File: config.mk
export PLATFORM = sky130hd
export DESIGN_NAME = arith_issue_arbiter
export DESIGN_NICKNAME = d
export VERILOG_FILES = /design/src/rtl/arith_issue_arbiter.sv
export SDC_FILE = /design/constraint.sdc
export NUM_CORES = 1
export LEC_CHECK = 0
export CAP_MARGIN = 5
export CORE_ASPECT_RATIO = 1.1
export CORE_UTILIZATION = 35
export DETAILED_ROUTE_END_ITERATION = 7
export GPL_TIMING_DRIVEN = 0
export PLACE_DENSITY_LB_ADDON = 0.05
export SLEW_MARGIN = 10
export SYNTH_ARGS = -nofsm -noshare
export SYNTH_HDL_FRONTEND = slang
export SYNTH_SLANG_ARGS = --single-unit
File: constraint.sdc
create_clock -name clk -period 3.95 [get_ports clk]
set_input_delay 0.395 -clock clk [delete_from_list [all_inputs] [get_ports clk]]
set_output_delay 0.395 -clock clk [all_outputs]
set_load 0.1 [all_outputs]
File: src/rtl/arith_issue_arbiter.sv
// -----------------------------------------------------------------------------
// arith_issue_arbiter
//
// Shares one pipelined arithmetic datapath (fixed 4-cycle latency, no
// backpressure) among NUM_REQ requesters. A round-robin arbiter grants at most
// one requester per cycle and registers its operands onto the datapath issue
// port. The granted ID goes into a tag FIFO. Each returning result pops a tag
// and is steered back to the requester that issued it.
//
// Optional feature macro: ARB_PERF_CNT_EN
//   Adds one 16-bit transfer counter per requester, plus the perf_sel and
//   perf_count ports that read the counters.
//
// Parameters
//   NUM_REQ    number of requesters (2..8)
//   TAG_DEPTH  tag FIFO depth = max in-flight operations (power of two, >= 5)
//
// Ports
//   clk, rst          clock; synchronous active-high reset
//   enable            0 = grant nothing new (in-flight work still completes)
//   req_valid/ready   per-requester request / one-hot combinational grant
//   req_a/req_b/op    packed per-requester operands (16/16/2 bits each)
//   alu_a/b/op/valid  registered issue port toward the datapath
//   alu_result(_valid) datapath return path
//   rsp_valid/rsp_data one-hot response strobe and data back to requesters
//   inflight, busy    outstanding operation count and its non-zero flag
//   err_underflow     sticky: a result arrived while no tag was outstanding
//   perf_sel/count    (ARB_PERF_CNT_EN only) registered counter read port
// -----------------------------------------------------------------------------
module arith_issue_arbiter #(
    parameter int NUM_REQ   = 4,
    parameter int TAG_DEPTH = 8
) (
    input  logic                         clk,
    input  logic                         rst,
    input  logic                         enable,
    input  logic [NUM_REQ-1:0]           req_valid,
    output logic [NUM_REQ-1:0]           req_ready,
    input  logic [16*NUM_REQ-1:0]        req_a,
    input  logic [16*NUM_REQ-1:0]        req_b,
    input  logic [2*NUM_REQ-1:0]         req_op,
    output logic [15:0]                  alu_a,
    output logic [15:0]                  alu_b,
    output logic [1:0]                   alu_op,
    output logic                         alu_valid,
    input  logic [15:0]                  alu_result,
    input  logic                         alu_result_valid,
    output logic [NUM_REQ-1:0]           rsp_valid,
    output logic [15:0]                  rsp_data,
    output logic [$clog2(TAG_DEPTH):0]   inflight,
    output logic                         busy,
    output logic                         err_underflow
`ifdef ARB_PERF_CNT_EN
    ,
    input  logic [$clog2(NUM_REQ)-1:0]   perf_sel,
    output logic [15:0]                  perf_count
`endif
);

    localparam int IDW = $clog2(NUM_REQ);
    localparam int PW  = $clog2(TAG_DEPTH);
    localparam int CW  = PW + 1;

    // Unpacked views of the per-requester operand slices.
    logic [15:0] a_arr  [NUM_REQ];
    logic [15:0] b_arr  [NUM_REQ];
    logic [1:0]  op_arr [NUM_REQ];

    for (genvar g = 0; g < NUM_REQ; g++) begin : g_unpack
        assign a_arr[g]  = req_a[16*g +: 16];
        assign b_arr[g]  = req_b[16*g +: 16];
        assign op_arr[g] = req_op[2*g +: 2];
    end

    // Registered state.
    logic [IDW-1:0]     last_grant_q, last_grant_d;
    logic [15:0]        alu_a_q, alu_a_d;
    logic [15:0]        alu_b_q, alu_b_d;
    logic [1:0]         alu_op_q, alu_op_d;
    logic               alu_valid_q, alu_valid_d;
    logic [IDW-1:0]     tag_mem_q [TAG_DEPTH];
    logic [IDW-1:0]     tag_mem_d [TAG_DEPTH];
    logic [PW-1:0]      wr_ptr_q, wr_ptr_d;
    logic [PW-1:0]      rd_ptr_q, rd_ptr_d;
    logic [CW-1:0]      inflight_q, inflight_d;
    logic [NUM_REQ-1:0] rsp_valid_q, rsp_valid_d;
    logic [15:0]        rsp_data_q, rsp_data_d;
    logic               err_q, err_d;

    // Arbitration and handshake signals.
    logic               grant_found;
    logic [IDW-1:0]     grant_id;
    logic [IDW-1:0]     cand;
    logic               fifo_empty;
    logic               fifo_full;
    logic               pop;
    logic               issue_ok;
    logic               transfer;

    assign fifo_empty = (inflight_q == '0);
    assign fifo_full  = (inflight_q == CW'(TAG_DEPTH));
    assign pop        = alu_result_valid && !fifo_empty;

    // A pop in the same cycle frees a slot, so a full FIFO can still accept
    // a grant when a result is returning.
    assign issue_ok   = enable && !rst && (!fifo_full || pop);
    assign transfer   = issue_ok && grant_found;

    // Round-robin search: start one past the last granted requester and wrap.
    always_comb begin
        grant_found = 1'b0;
        grant_id    = '0;
        cand        = '0;
        for (int k = 1; k <= NUM_REQ; k++) begin
            cand = IDW'((int'(last_grant_q) + k) % NUM_REQ);
            if (!grant_found && req_valid[cand]) begin
                grant_found = 1'b1;
                grant_id    = cand;
            end
        end
    end

    always_comb begin
        req_ready = '0;
        if (transfer) begin
            req_ready = NUM_REQ'(1) << grant_id;
        end
    end

    // Issue path and tag FIFO.
    always_comb begin
        last_grant_d = last_grant_q;
        alu_a_d      = alu_a_q;
        alu_b_d      = alu_b_q;
        alu_op_d     = alu_op_q;
        alu_valid_d  = transfer;
        wr_ptr_d     = wr_ptr_q;
        rd_ptr_d     = rd_ptr_q;
        inflight_d   = inflight_q;
        for (int i = 0; i < TAG_DEPTH; i++) begin
            tag_mem_d[i] = tag_mem_q[i];
        end

        if (transfer) begin
            last_grant_d        = grant_id;
            alu_a_d             = a_arr[grant_id];
            alu_b_d             = b_arr[grant_id];
            alu_op_d            = op_arr[grant_id];
            tag_mem_d[wr_ptr_q] = grant_id;
            wr_ptr_d            = wr_ptr_q + PW'(1);
        end

        if (pop) begin
            rd_ptr_d = rd_ptr_q + PW'(1);
        end

        case ({transfer, pop})
            2'b10:   inflight_d = inflight_q + CW'(1);
            2'b01:   inflight_d = inflight_q - CW'(1);
            default: inflight_d = inflight_q;
        endcase
    end

    // Response path. A result with no outstanding tag is dropped and flagged.
    always_comb begin
        rsp_valid_d = '0;
        rsp_data_d  = rsp_data_q;
        err_d       = err_q;
        if (pop) begin
            rsp_valid_d = NUM_REQ'(1) << tag_mem_q[rd_ptr_q];
            rsp_data_d  = alu_result;
        end
        if (alu_result_valid && fifo_empty) begin
            err_d = 1'b1;
        end
    end

    always_ff @(posedge clk) begin
        if (rst) begin
            last_grant_q <= IDW'(NUM_REQ - 1);
            alu_a_q      <= '0;
            alu_b_q      <= '0;
            alu_op_q     <= '0;
            alu_valid_q  <= 1'b0;
            wr_ptr_q     <= '0;
            rd_ptr_q     <= '0;
            inflight_q   <= '0;
            rsp_valid_q  <= '0;
            rsp_data_q   <= '0;
            err_q        <= 1'b0;
            for (int i = 0; i < TAG_DEPTH; i++) begin
                tag_mem_q[i] <= '0;
            end
        end else begin
            last_grant_q <= last_grant_d;
            alu_a_q      <= alu_a_d;
            alu_b_q      <= alu_b_d;
            alu_op_q     <= alu_op_d;
            alu_valid_q  <= alu_valid_d;
            wr_ptr_q     <= wr_ptr_d;
            rd_ptr_q     <= rd_ptr_d;
            inflight_q   <= inflight_d;
            rsp_valid_q  <= rsp_valid_d;
            rsp_data_q   <= rsp_data_d;
            err_q        <= err_d;
            for (int i = 0; i < TAG_DEPTH; i++) begin
                tag_mem_q[i] <= tag_mem_d[i];
            end
        end
    end

    assign alu_a         = alu_a_q;
    assign alu_b         = alu_b_q;
    assign alu_op        = alu_op_q;
    assign alu_valid     = alu_valid_q;
    assign rsp_valid     = rsp_valid_q;
    assign rsp_data      = rsp_data_q;
    assign inflight      = inflight_q;
    assign busy          = !fifo_empty;
    assign err_underflow = err_q;

`ifdef ARB_PERF_CNT_EN
    logic [15:0] perf_cnt_q [NUM_REQ];
    logic [15:0] perf_cnt_d [NUM_REQ];
    logic [15:0] perf_count_q, perf_count_d;

    // Counters wrap naturally at 0xFFFF. The read mux compares against each
    // index so that perf_sel values beyond NUM_REQ-1 read as zero.
    always_comb begin
        perf_count_d = '0;
        for (int i = 0; i < NUM_REQ; i++) begin
            perf_cnt_d[i] = perf_cnt_q[i];
            if (transfer && (grant_id == IDW'(i))) begin
                perf_cnt_d[i] = perf_cnt_q[i] + 16'd1;
            end
            if (perf_sel == IDW'(i)) begin
                perf_count_d = perf_cnt_q[i];
            end
        end
    end

    always_ff @(posedge clk) begin
        if (rst) begin
            perf_count_q <= '0;
            for (int i = 0; i < NUM_REQ; i++) begin
                perf_cnt_q[i] <= '0;
            end
        end else begin
            perf_count_q <= perf_count_d;
            for (int i = 0; i < NUM_REQ; i++) begin
                perf_cnt_q[i] <= perf_cnt_d[i];
            end
        end
    end

    assign perf_count = perf_count_q;
`endif

endmodule

==> results of run 1 <==
where the power goes:
| part | switching [mW] | leakage [nW] | total, mW | internal, mW |
|---|---|---|---|---|
| sequential | 0.0873 | 0.712 | 1.10 | 1.01 |
| clock | 0.372 | 0.162 | 0.935 | 0.563 |
| combinational | 1.43 | 1.99 | 2.06 | 0.636 |
| total | 1.89 | 2.86 | 4.10 | 2.21 |
cell families after synthesis:
| family | synth area share, % |
|---|---|
| AOI/OAI and AO/OA | 11.0 |
| xor gates and xnor gates | 1.55 |
| buffers and inverters | 4.22 |
| DFF | 38.6 |
| muxes | 21.3 |
| and+or+nand+nor | 21.9 |
| adders and majority gates | 1.39 |
flip-flops by register name, indices dropped and copies added (netlist names), named ones only:
signal         count
alu_b             16
rsp_valid          4
tag_mem_q         16
rsp_data          16
rd_ptr_q           3
err_underflow      1
alu_a             16
last_grant_q       2
alu_valid          1
alu_op             2
inflight           4
wr_ptr_q           3
routing by layer:
metal  routed length, um  vias to the layer above
met5                   0                        -
met4                 362                        0
met3                1030                       19
met2                6920                      134
met1                5550                     2059
li1                    -                     2248
worst max-delay path, stage by stage:
cell and delay, ns:
clkdlybuf4s50_1 0.49, o21a_1 0.22, a211oi_1 0.22, clkbuf_1 0.31, buf_2 0.35, buf_2 0.29, and3_1 0.18, dlygate4sd2_1 0.90
cell type report:
cell class | count | area [um^2] | area share, %
multi-input combinational | 376 | 2580 | 35.4
inverter | 6 | 22.5 | 0.310
sequential | 87 | 1740 | 23.9
clock buffer | 9 | 225 | 3.10
buffer | 41 | 168 | 2.31
timing repair buffer | 224 | 2240 | 30.8
clock inverter | 7 | 103 | 1.41
tap | 157 | 196 | 2.70
through the flow:
step	std cells	power, mW	TNS (ns)
floorplan	510	2.61	0
global placement	891	3.17	-0.0628
detailed placement	891	3.19	-0.115
CTS	907	4.13	0
global route	907	4.29	0
finish	907	4.10	0
worst max path at each step:
stage,start,to,slack (ns),cells after the start
6_report,req_valid[1],req_ready[2],0.21,8
4_1_cts,req_valid[3],req_ready[2],0.21,7
3_3_place_gp,req_valid[3],req_ready[2],-0.05,7
2_1_floorplan,inflight[1]$_SDFFE_PP0P_,req_ready[0],0.28,6
3_5_place_dp,req_valid[3],req_ready[2],-0.08,7
5_1_grt,req_valid[3],req_ready[1],0.02,7
layout by cell type, fill, tap and decap left out, drive strengths merged, types with 9 or more instances in the layout:
master / n
clkdlybuf4s50: 222
nand2: 108
mux2i: 87
dfxtp: 87
nor3b: 36
a31o: 34
nor2: 33
clkbuf: 32
a21oi: 23
buf: 18
inv: 9
==> flow_summary_export.csv, run 1 <==
group,metric,value,unit
global_route,grt-ovfl-total,0,
cts,clkTransAtPathRegs,0.06,ns
pwr,ir_worst_vdd,0.000448,V
die,die_x,110,um
yosys,synth_edf_count,0,
timing,finalHoldViolations,0,
critical_path,r2r_end,"inflight[2]$_SDFFE_PP0P_",
cts,cts_max_level,3,
detailed_routing,drt-initial-drc-count,143,
global_route,grt_pass1_wl,21.7,mm
global_route,grt_pass1_vias,4443,
layout,fin_area,0.00727,mm^2
yosys,netlist.area_leader.share,38.6,%
cts,cts_resized,2,
layout,drive_gt1_share,4.93,%
critical_path,end_kind,"output pin",
detailed_routing,dr_total_vias,4460,
yosys,synth.avg_cell_area,8.84,um^2
critical_path,cp_data_arrival_time,3.35,ns
timing,rsz0062_at_grt,"false",
yosys,yosysTopAreaCell,"dfxtp_1",
detailed_routing,avgRoutedWirePerCell,15.3,um
layout,fillCellCount,1165,
timing,final_max_slew_viol_count,0,
die,die_area,0.0133,mm^2
timing,worst_pin_slew,1.08,ns
layout,area_delta_synth_final,61.3,%
timing,slew_headroom,28.1,%
cts,hold_buffers,0,
timing,skew,0.0115,ns
placement,pre_cts_ws,-0.0790,ns
cts,post-cts-setup-buffer-count,0,
timing,fmax,267,MHz
yosys,ys_seq_area_share,38.6,%
yosys,yosys-top-cells-count,"108 x nand2_1, 87 x dfxtp_1, 87 x mux2i_1, 36 x nor3b_1, 34 x a31o_1",
cts,clock_sinks,87,
run_status,outcome,"completed",
global_route,gr-usage-met2,37.8,%
die,core_region_area,0.0126,mm^2
run,timing.max_cap.violations,0,
detailed_routing,dr.pass1.iters,6,
placement,dp_hpwl,11.1,mm
timing,fin_crit,3.74,ns
detailed_routing,drt.antenna.violating_nets,0,
layout,antenna_cells,0,
die,num_rows,43,
detailed_routing,drt-total-wl,13.9,mm
layout,post-route-util,57.8,%
pwr,powerDensity,563,mW/mm^2
cts,clk_latency,0.35,ns
placement,placement.cell_area,0.00695,mm^2
timing,holdWs,0.451,ns
critical_path,crit_type,"primary input to output pin",
yosys,synth_flop_cell,"dfxtp_1",
yosys,async_flop_share,0,%
yosys,syn_inst,510,
min_path,min_to,"rsp_data[7]$_SDFFE_PP0P_",
global_route,use_met3,6.34,%
timing,fin_ws,0.207,ns
global_route,grt_util_met1,23.8,%
min_path,min_from,"rsp_data[7]$_SDFFE_PP0P_",
global_route,track_usage,21.5,%
die,initial_utilization,35.8,%
yosys,yosys_warnings,0,
min_path,whs_path_depth,2,
cts,cts_tree,"yes",
yosys,synth_area,0.00451,mm^2
min_path,hp-class,"flop to flop",
yosys,synth_most_common_cell,"nand2_1",
cts,cts_buffers,9,
yosys,yosysUniqueCellTypes,37,
critical_path,rrSetupSlack,1.19,ns
global_route,grt_max_degree,17,
yosys,synth_area_leaders,"dfxtp_1 39%, mux2i_1 19%, nand2_1 9.0%",
global_route,antenna_found_initial,0,
critical_path,required,3.56,ns
critical_path,reg2reg_from,"inflight[1]$_SDFFE_PP0P_",
pwr,leakagePower,2.86,nW
placement,routabilityCongestion,0.789,
cts,clock_path_buffers,2,
critical_path,reg2regPathDepth,13,
layout,layout.nets,910,
die,die_y,121,um
cts,clockRootBuffer,"clkbuf_16",
timing,setup_viol,0,
timing,min_period_over_period,94.8,%
critical_path,startpoint_type,"primary input",
yosys,synth_nets,675,
detailed_routing,drc,0,
die,boundaryPins,225,
detailed_routing,viasPerCell,4.92,
critical_path,worst-path-max-fanout,10,
global_route,busiest_layer,"met2",
placement,io_buffers,224,
yosys,ys_ff_latch,87,
(Power assumes the default switching activity.)
==> run 2, diff against run 1 <==
Settings changed: CELL_PAD_IN_SITES_DETAIL_PLACEMENT set to 1, CELL_PAD_IN_SITES_GLOBAL_PLACEMENT set to 1, CORE_UTILIZATION 35 to 31.
==> run 2 against run 1 <==
Against the previous run: sequential power about the same; worst setup slack worse by 0.013 ns; cell area is 0.21% higher; combinational power about the same; clock skew shrank 0.0051 ns; register-to-register slack lost 0.09 ns; sequential share of layout area hardly changed; via count up 3.1%; sequential cell count is the same; die area up 13%; critical path depth unchanged; non-clock buffer count unchanged; largest cell class unchanged.
==> flow_summary_export.csv, run 2 (synthesis gave the netlist of run 1 again) <==
group,metric,value,unit
critical_path,worst-path-max-fanout,10,
detailed_routing,drt-initial-drc-count,113,
timing,final_max_slew_viol_count,0,
run_status,outcome,"completed",
pwr,p_seq_share,27.2,%
pwr,switching_power,1.91,mW
detailed_routing,drc,0,
global_route,grt_max_degree,16,
timing,worst_pin_slew,1.10,ns
global_route,grt_pass1_vias,5033,
critical_path,reg2reg_from,"inflight[1]$_SDFFE_PP0P_",
critical_path,reg2regPathDepth,13,
cts,hold_buffers,0,
cts,cts_tree,"yes",
die,die_y,128,um
die,boundaryPins,225,
layout,drive_gt1_share,5.07,%
die,initial_utilization,32.2,%
cts,cts_max_level,3,
critical_path,required,3.56,ns
min_path,min_to,"rsp_data[9]$_SDFFE_PP0P_",
critical_path,r2r_end,"inflight[2]$_SDFFE_PP0P_",
placement,io_buffers,224,
global_route,grt-ovfl-total,0,
timing,fin_ws,0.194,ns
min_path,whs_path_depth,2,
cts,clk_latency,0.34,ns
cts,clockRootBuffer,"clkbuf_16",
pwr,clock_power_share,21.5,%
layout,regArea,0.00174,mm^2
detailed_routing,drt.antenna.violating_nets,0,
cts,clock_sinks,87,
pwr,ir_worst_vdd,0.000287,V
detailed_routing,dr_total_vias,4600,
critical_path,cp_data_arrival_time,3.36,ns
detailed_routing,avgRoutedWirePerCell,16.9,um
critical_path,path_cells,"clkdlybuf4s50_1 > nor2_1 > nor3_1 > a211o_1 > clkbuf_1 > clkbuf_1 > nor2_1 > clkdlybuf4s50_1",
layout,layout.nets,910,
die,core_region_area,0.0140,mm^2
min_path,min_from,"rsp_data[9]$_SDFFE_PP0P_",
pwr,leakagePower,2.84,nW
placement,pre_cts_ws,-0.130,ns
critical_path,crit_type,"primary input to output pin",
cts,clkTransAtPathRegs,0.06,ns
layout,area_delta_synth_final,61.6,%
die,die_x,117,um
timing,min_period_over_period,95.1,%
timing,fmax,266,MHz
global_route,grt_pass1_wl,24.6,mm
critical_path,path_buf_inv,4,
detailed_routing,drt-total-wl,15.9,mm
run,timing.max_cap.violations,0,
detailed_routing,dr.pass1.iters,4,
critical_path,end_kind,"output pin",
die,die_area,0.0150,mm^2
critical_path,startpoint_type,"primary input",
pwr,swShare,47.0,%
critical_path,slowest_delay,1.01,ns
critical_path,crit_slowest_cell,"clkdlybuf4s50_1",
critical_path,rrSetupSlack,1.10,ns
timing,skew,0.00646,ns
pwr,combPwrFrac,51.4,%
global_route,antenna_found_initial,0,
timing,slew_headroom,26.8,%
layout,antenna_cells,0,
timing,setup_viol,0,
pwr,p_total,4.07,mW
timing,fin_crit,3.76,ns
min_path,hp-class,"flop to flop",
pwr,powerDensity,558,mW/mm^2
cts,post-cts-setup-buffer-count,0,
cts,clock_path_buffers,2,
placement,routabilityCongestion,0.749,
global_route,track_usage,21.6,%
timing,rsz0062_at_grt,"false",
critical_path,crit_family,"buffers and inverters",
detailed_routing,viasPerCell,4.90,
placement,dp_hpwl,12.7,mm
layout,multi_input_area,0.00258,mm^2
layout,fillCellCount,1622,
die,num_rows,45,
cts,cts_buffers,9,
timing,finalHoldViolations,0,
pwr,p_int,2.16,mW
layout,layout_common_cells,"222 x clkdlybuf4s50_1, 108 x nand2_1, 87 x mux2i_1, 87 x dfxtp_1, 36 x nor3b_1",
layout,final_common_cell,"clkdlybuf4s50_1",
run 2: cell types whose count changed in the layout (fill, tap and decap cells not counted), sizes merged:
cell and change:
clkbuf +2, dlygate4sd2 -2, bufinv -1, clkdlybuf4s15 +1, clkinvlp +2, inv -2
run 2: per-stage QoR:
step / util, % / setup TNS (ns) / hold slack, ns / instance area, um^2 / std cells
final: 52.0 / 0 / 0.454 / 7290 / 938
after CTS: 52.0 / 0 / 0.457 / 7290 / 938
after detailed placement: 49.8 / -0.239 / 0.448 / 6990 / 922
after global routing: 52.0 / 0 / 0.477 / 7290 / 938
after global placement: 49.8 / -0.105 / 0.442 / 6990 / 922
after floorplan: - / 0 / 0.454 / 4510 / 510
run 2: what timing repair did:
item / in CTS / in global routing
resized for setup: 2 / 3
hold endpoints to repair: 0 / 0
endpoints found under the setup margin: 2 / 2
run 2: per-layer routing:
metal	vias to the layer above	GRT usage [%]	wire (um)
met5	-	0	0
met4	0	9.31	487
met3	26	5.75	1020
met2	142	40.8	8410
met1	2183	21.9	5970
li1	2249	-	-
run 2: area by class of cell:
cell class	instances	share of cell area [%]
clock inverter	6	0.927
clock buffer	10	3.28
timing repair buffer	224	30.7
inverter	6	0.309
buffer	41	2.30
tap	188	3.23
sequential	87	23.9
multi-input combinational	376	35.4
run 2: power groups by stage:
stage | registers (mW) | logic (mW) | clock network, mW
4_1_cts | 1.11 | 2.11 | 0.895
5_1_grt | 1.12 | 2.20 | 0.927
3_3_place_gp | 1.12 | 2.07 | 0
3_5_place_dp | 1.12 | 2.10 | 0
6_report | 1.11 | 2.09 | 0.873
2_1_floorplan | 1.93 | 0.681 | 0
run 2: worst max-delay path by stage:
stage | from | cells past startpoint | slack (ns) | endpoint
2_1_floorplan | inflight[1]$_SDFFE_PP0P_ | 6 | 0.28 | req_ready[0]
3_3_place_gp | req_valid[1] | 8 | -0.07 | req_ready[2]
3_5_place_dp | req_valid[3] | 7 | -0.13 | req_ready[2]
4_1_cts | req_valid[3] | 7 | 0.15 | req_ready[2]
5_1_grt | req_valid[3] | 7 | 0.02 | req_ready[1]
6_report | req_valid[1] | 8 | 0.19 | req_ready[0]
run 2: worst reg2reg max path, delay by kind of cell, from the launching register on:
kind / cells / cell delay [ns]
AND/OR/NAND/NOR: 3 / 0.87
adder cells (fa/ha/maj): 2 / 0.52
flip-flops: 1 / 0.31
buffers and inverters: 4 / 0.53
AO/OA/AOI/OAI: 2 / 0.28
XOR/XNOR: 2 / 0.27
==> run 3, diff against run 2 <==
Settings changed: CORE_UTILIZATION 31 to 35, CTS_CLUSTER_SIZE set to 30, DONT_BUFFER_PORTS set to 1.
Clock period 3.95 ns to 4.2 ns, I/O delays scaled along.
==> run 3 against run 2 <==
Against the previous run: worst setup slack better by 0.089 ns; cell area is 31% lower; sequential share of layout area is 11 points higher; combinational power is 63% lower; final cell count is 27% lower; critical path depth is 2 lower; hold slack worse by 0.26 ns; power is 14% lower; largest cell class unchanged; highest routed layer unchanged.
==> flow_summary_export.csv, run 3 (synthesis gave the netlist of run 1 again) <==
group,metric,value,unit
placement,io_buffers,0,
die,boundaryPins,225,
cts,cts_max_level,3,
layout,antenna_cells,0,
timing,fmax,255,MHz
layout,layout_common_cells,"108 x nand2_1, 87 x mux2i_1, 87 x dfxtp_1",
critical_path,cp_data_arrival_time,3.50,ns
die,num_rows,43,
detailed_routing,viasPerCell,5.41,
critical_path,startpoint_type,"flop",
timing,fin_ws,0.283,ns
critical_path,required,3.78,ns
detailed_routing,dr.pass1.iters,4,
detailed_routing,drt-initial-drc-count,117,
die,die_y,121,um
placement,dp_hpwl,9.86,mm
cts,cts_buffers,9,
die,core_region_area,0.0126,mm^2
timing,holdWs,0.193,ns
pwr,powerDensity,695,mW/mm^2
timing,skew,0.0119,ns
cts,clk_latency,0.35,ns
layout,drive_gt1_share,7.60,%
cts,hold_buffers,0,
detailed_routing,drt.antenna.violating_nets,0,
min_path,whs_path_depth,2,
timing,min_period_over_period,93.3,%
cts,clock_sinks,87,
cts,clock_path_buffers,2,
layout,fillCellCount,1498,
layout,regArea,0.00174,mm^2
critical_path,crit_type,"flop to output pin",
die,die_x,110,um
global_route,antenna_found_initial,0,
critical_path,worst-path-max-fanout,10,
layout,final_common_cell,"nand2_1",
placement,placement.cell_area,0.00471,mm^2
die,initial_utilization,35.8,%
timing,setup_tns,0,ns
timing,fin_crit,3.92,ns
detailed_routing,drt-total-wl,12.9,mm
critical_path,end_kind,"output pin",
global_route,grt_pass1_wl,20.0,mm
detailed_routing,drc,0,
timing,final_max_slew_viol_count,0,
timing,rsz0062_at_grt,"false",
layout,fin_area,0.00505,mm^2
timing,setup_viol,0,
detailed_routing,avgRoutedWirePerCell,18.8,um
run,timing.max_cap.violations,0,
cts,cts_tree,"yes",
layout,area_delta_synth_final,11.9,%
placement,routabilityCongestion,0.715,
timing,finalHoldViolations,0,
global_route,grt_max_degree,15,
layout,post-route-util,40.1,%
critical_path,reg2regPathDepth,13,
min_path,hp-class,"primary input to flop",
layout,multi_input_area,0.00258,mm^2
placement,pre_cts_ws,0.267,ns
run_status,outcome,"completed",
cts,clkTransAtPathRegs,0.07,ns
layout,layout.nets,686,
global_route,grt_pass1_vias,3785,
global_route,track_usage,20.2,%
detailed_routing,dr_total_vias,3694,
timing,worst_pin_slew,1.17,ns
cts,clockRootBuffer,"clkbuf_16",
pwr,ir_worst_vdd,0.000464,V
die,die_area,0.0133,mm^2
timing,slew_headroom,22.1,%
global_route,grt-ovfl-total,0,
pwr,leakagePower,2.00,nW
-- run 3: area by class of cell --
| cell class | count | share of cell area (%) |
|---|---|---|
| inverter | 6 | 0.446 |
| tap | 157 | 3.89 |
| clock buffer | 12 | 5.08 |
| sequential | 87 | 34.5 |
| clock inverter | 4 | 1.51 |
| buffer | 41 | 3.32 |
| multi-input combinational | 376 | 51.2 |
-- run 3: layer usage --
metal  share of wire (%)  global-route usage, %  vias to the layer above  routed length (um)
met4                 2.0                   9.05                        0                 258
met3                 5.9                   4.73                       17                 754
met5                   0                      0                        -                   0
li1                    -                      -                     1797                   -
met1                  39                   21.7                     1759                4970
met2                  53                   37.0                      121                6880
-- run 3: stage by stage --
stage | power [mW] | instances
finish | 3.51 | 683
CTS | 3.57 | 683
floorplan | 2.46 | 510
global route | 3.69 | 683
global placement | 2.63 | 667
detailed placement | 2.66 | 667
-- run 3: path summary, 6_finish.rpt --
path / start / to / slack [ns]
hold / removal: alu_result[14] / rsp_data[14]$_SDFFE_PP0P_ / 0.19
setup reg to reg: inflight[1]$_SDFFE_PP0P_ / inflight[2]$_SDFFE_PP0P_ / 0.33
hold reg to reg: rd_ptr_q[1]$_SDFFE_PP0P_ / rd_ptr_q[1]$_SDFFE_PP0P_ / 0.49
setup / recovery: inflight[1]$_SDFFE_PP0P_ / req_ready[2] / 0.28
-- run 3: power breakdown --
| group | switching, mW | internal (mW) | leakage (nW) | total [mW] |
|---|---|---|---|---|
| registers | 0.887 | 0.951 | 0.712 | 1.84 |
| clock network | 0.337 | 0.556 | 0.159 | 0.893 |
| logic | 0.488 | 0.289 | 1.13 | 0.776 |
-- run 3: repair_timing --
item                                    CTS  global route
endpoints found under the hold margin     0             0
setup buffers                             0             0
gates resized for setup                   1             1
endpoints found under the setup margin    1             1
-- run 3: critical path, cell delays in order, from the launching register on --
cell,delay (ns)
dfxtp_1,0.96
buf_2,0.33
nor3_1,0.08
a311oi_2,0.45
buf_2,0.29
buf_1,0.42
and3_2,0.61
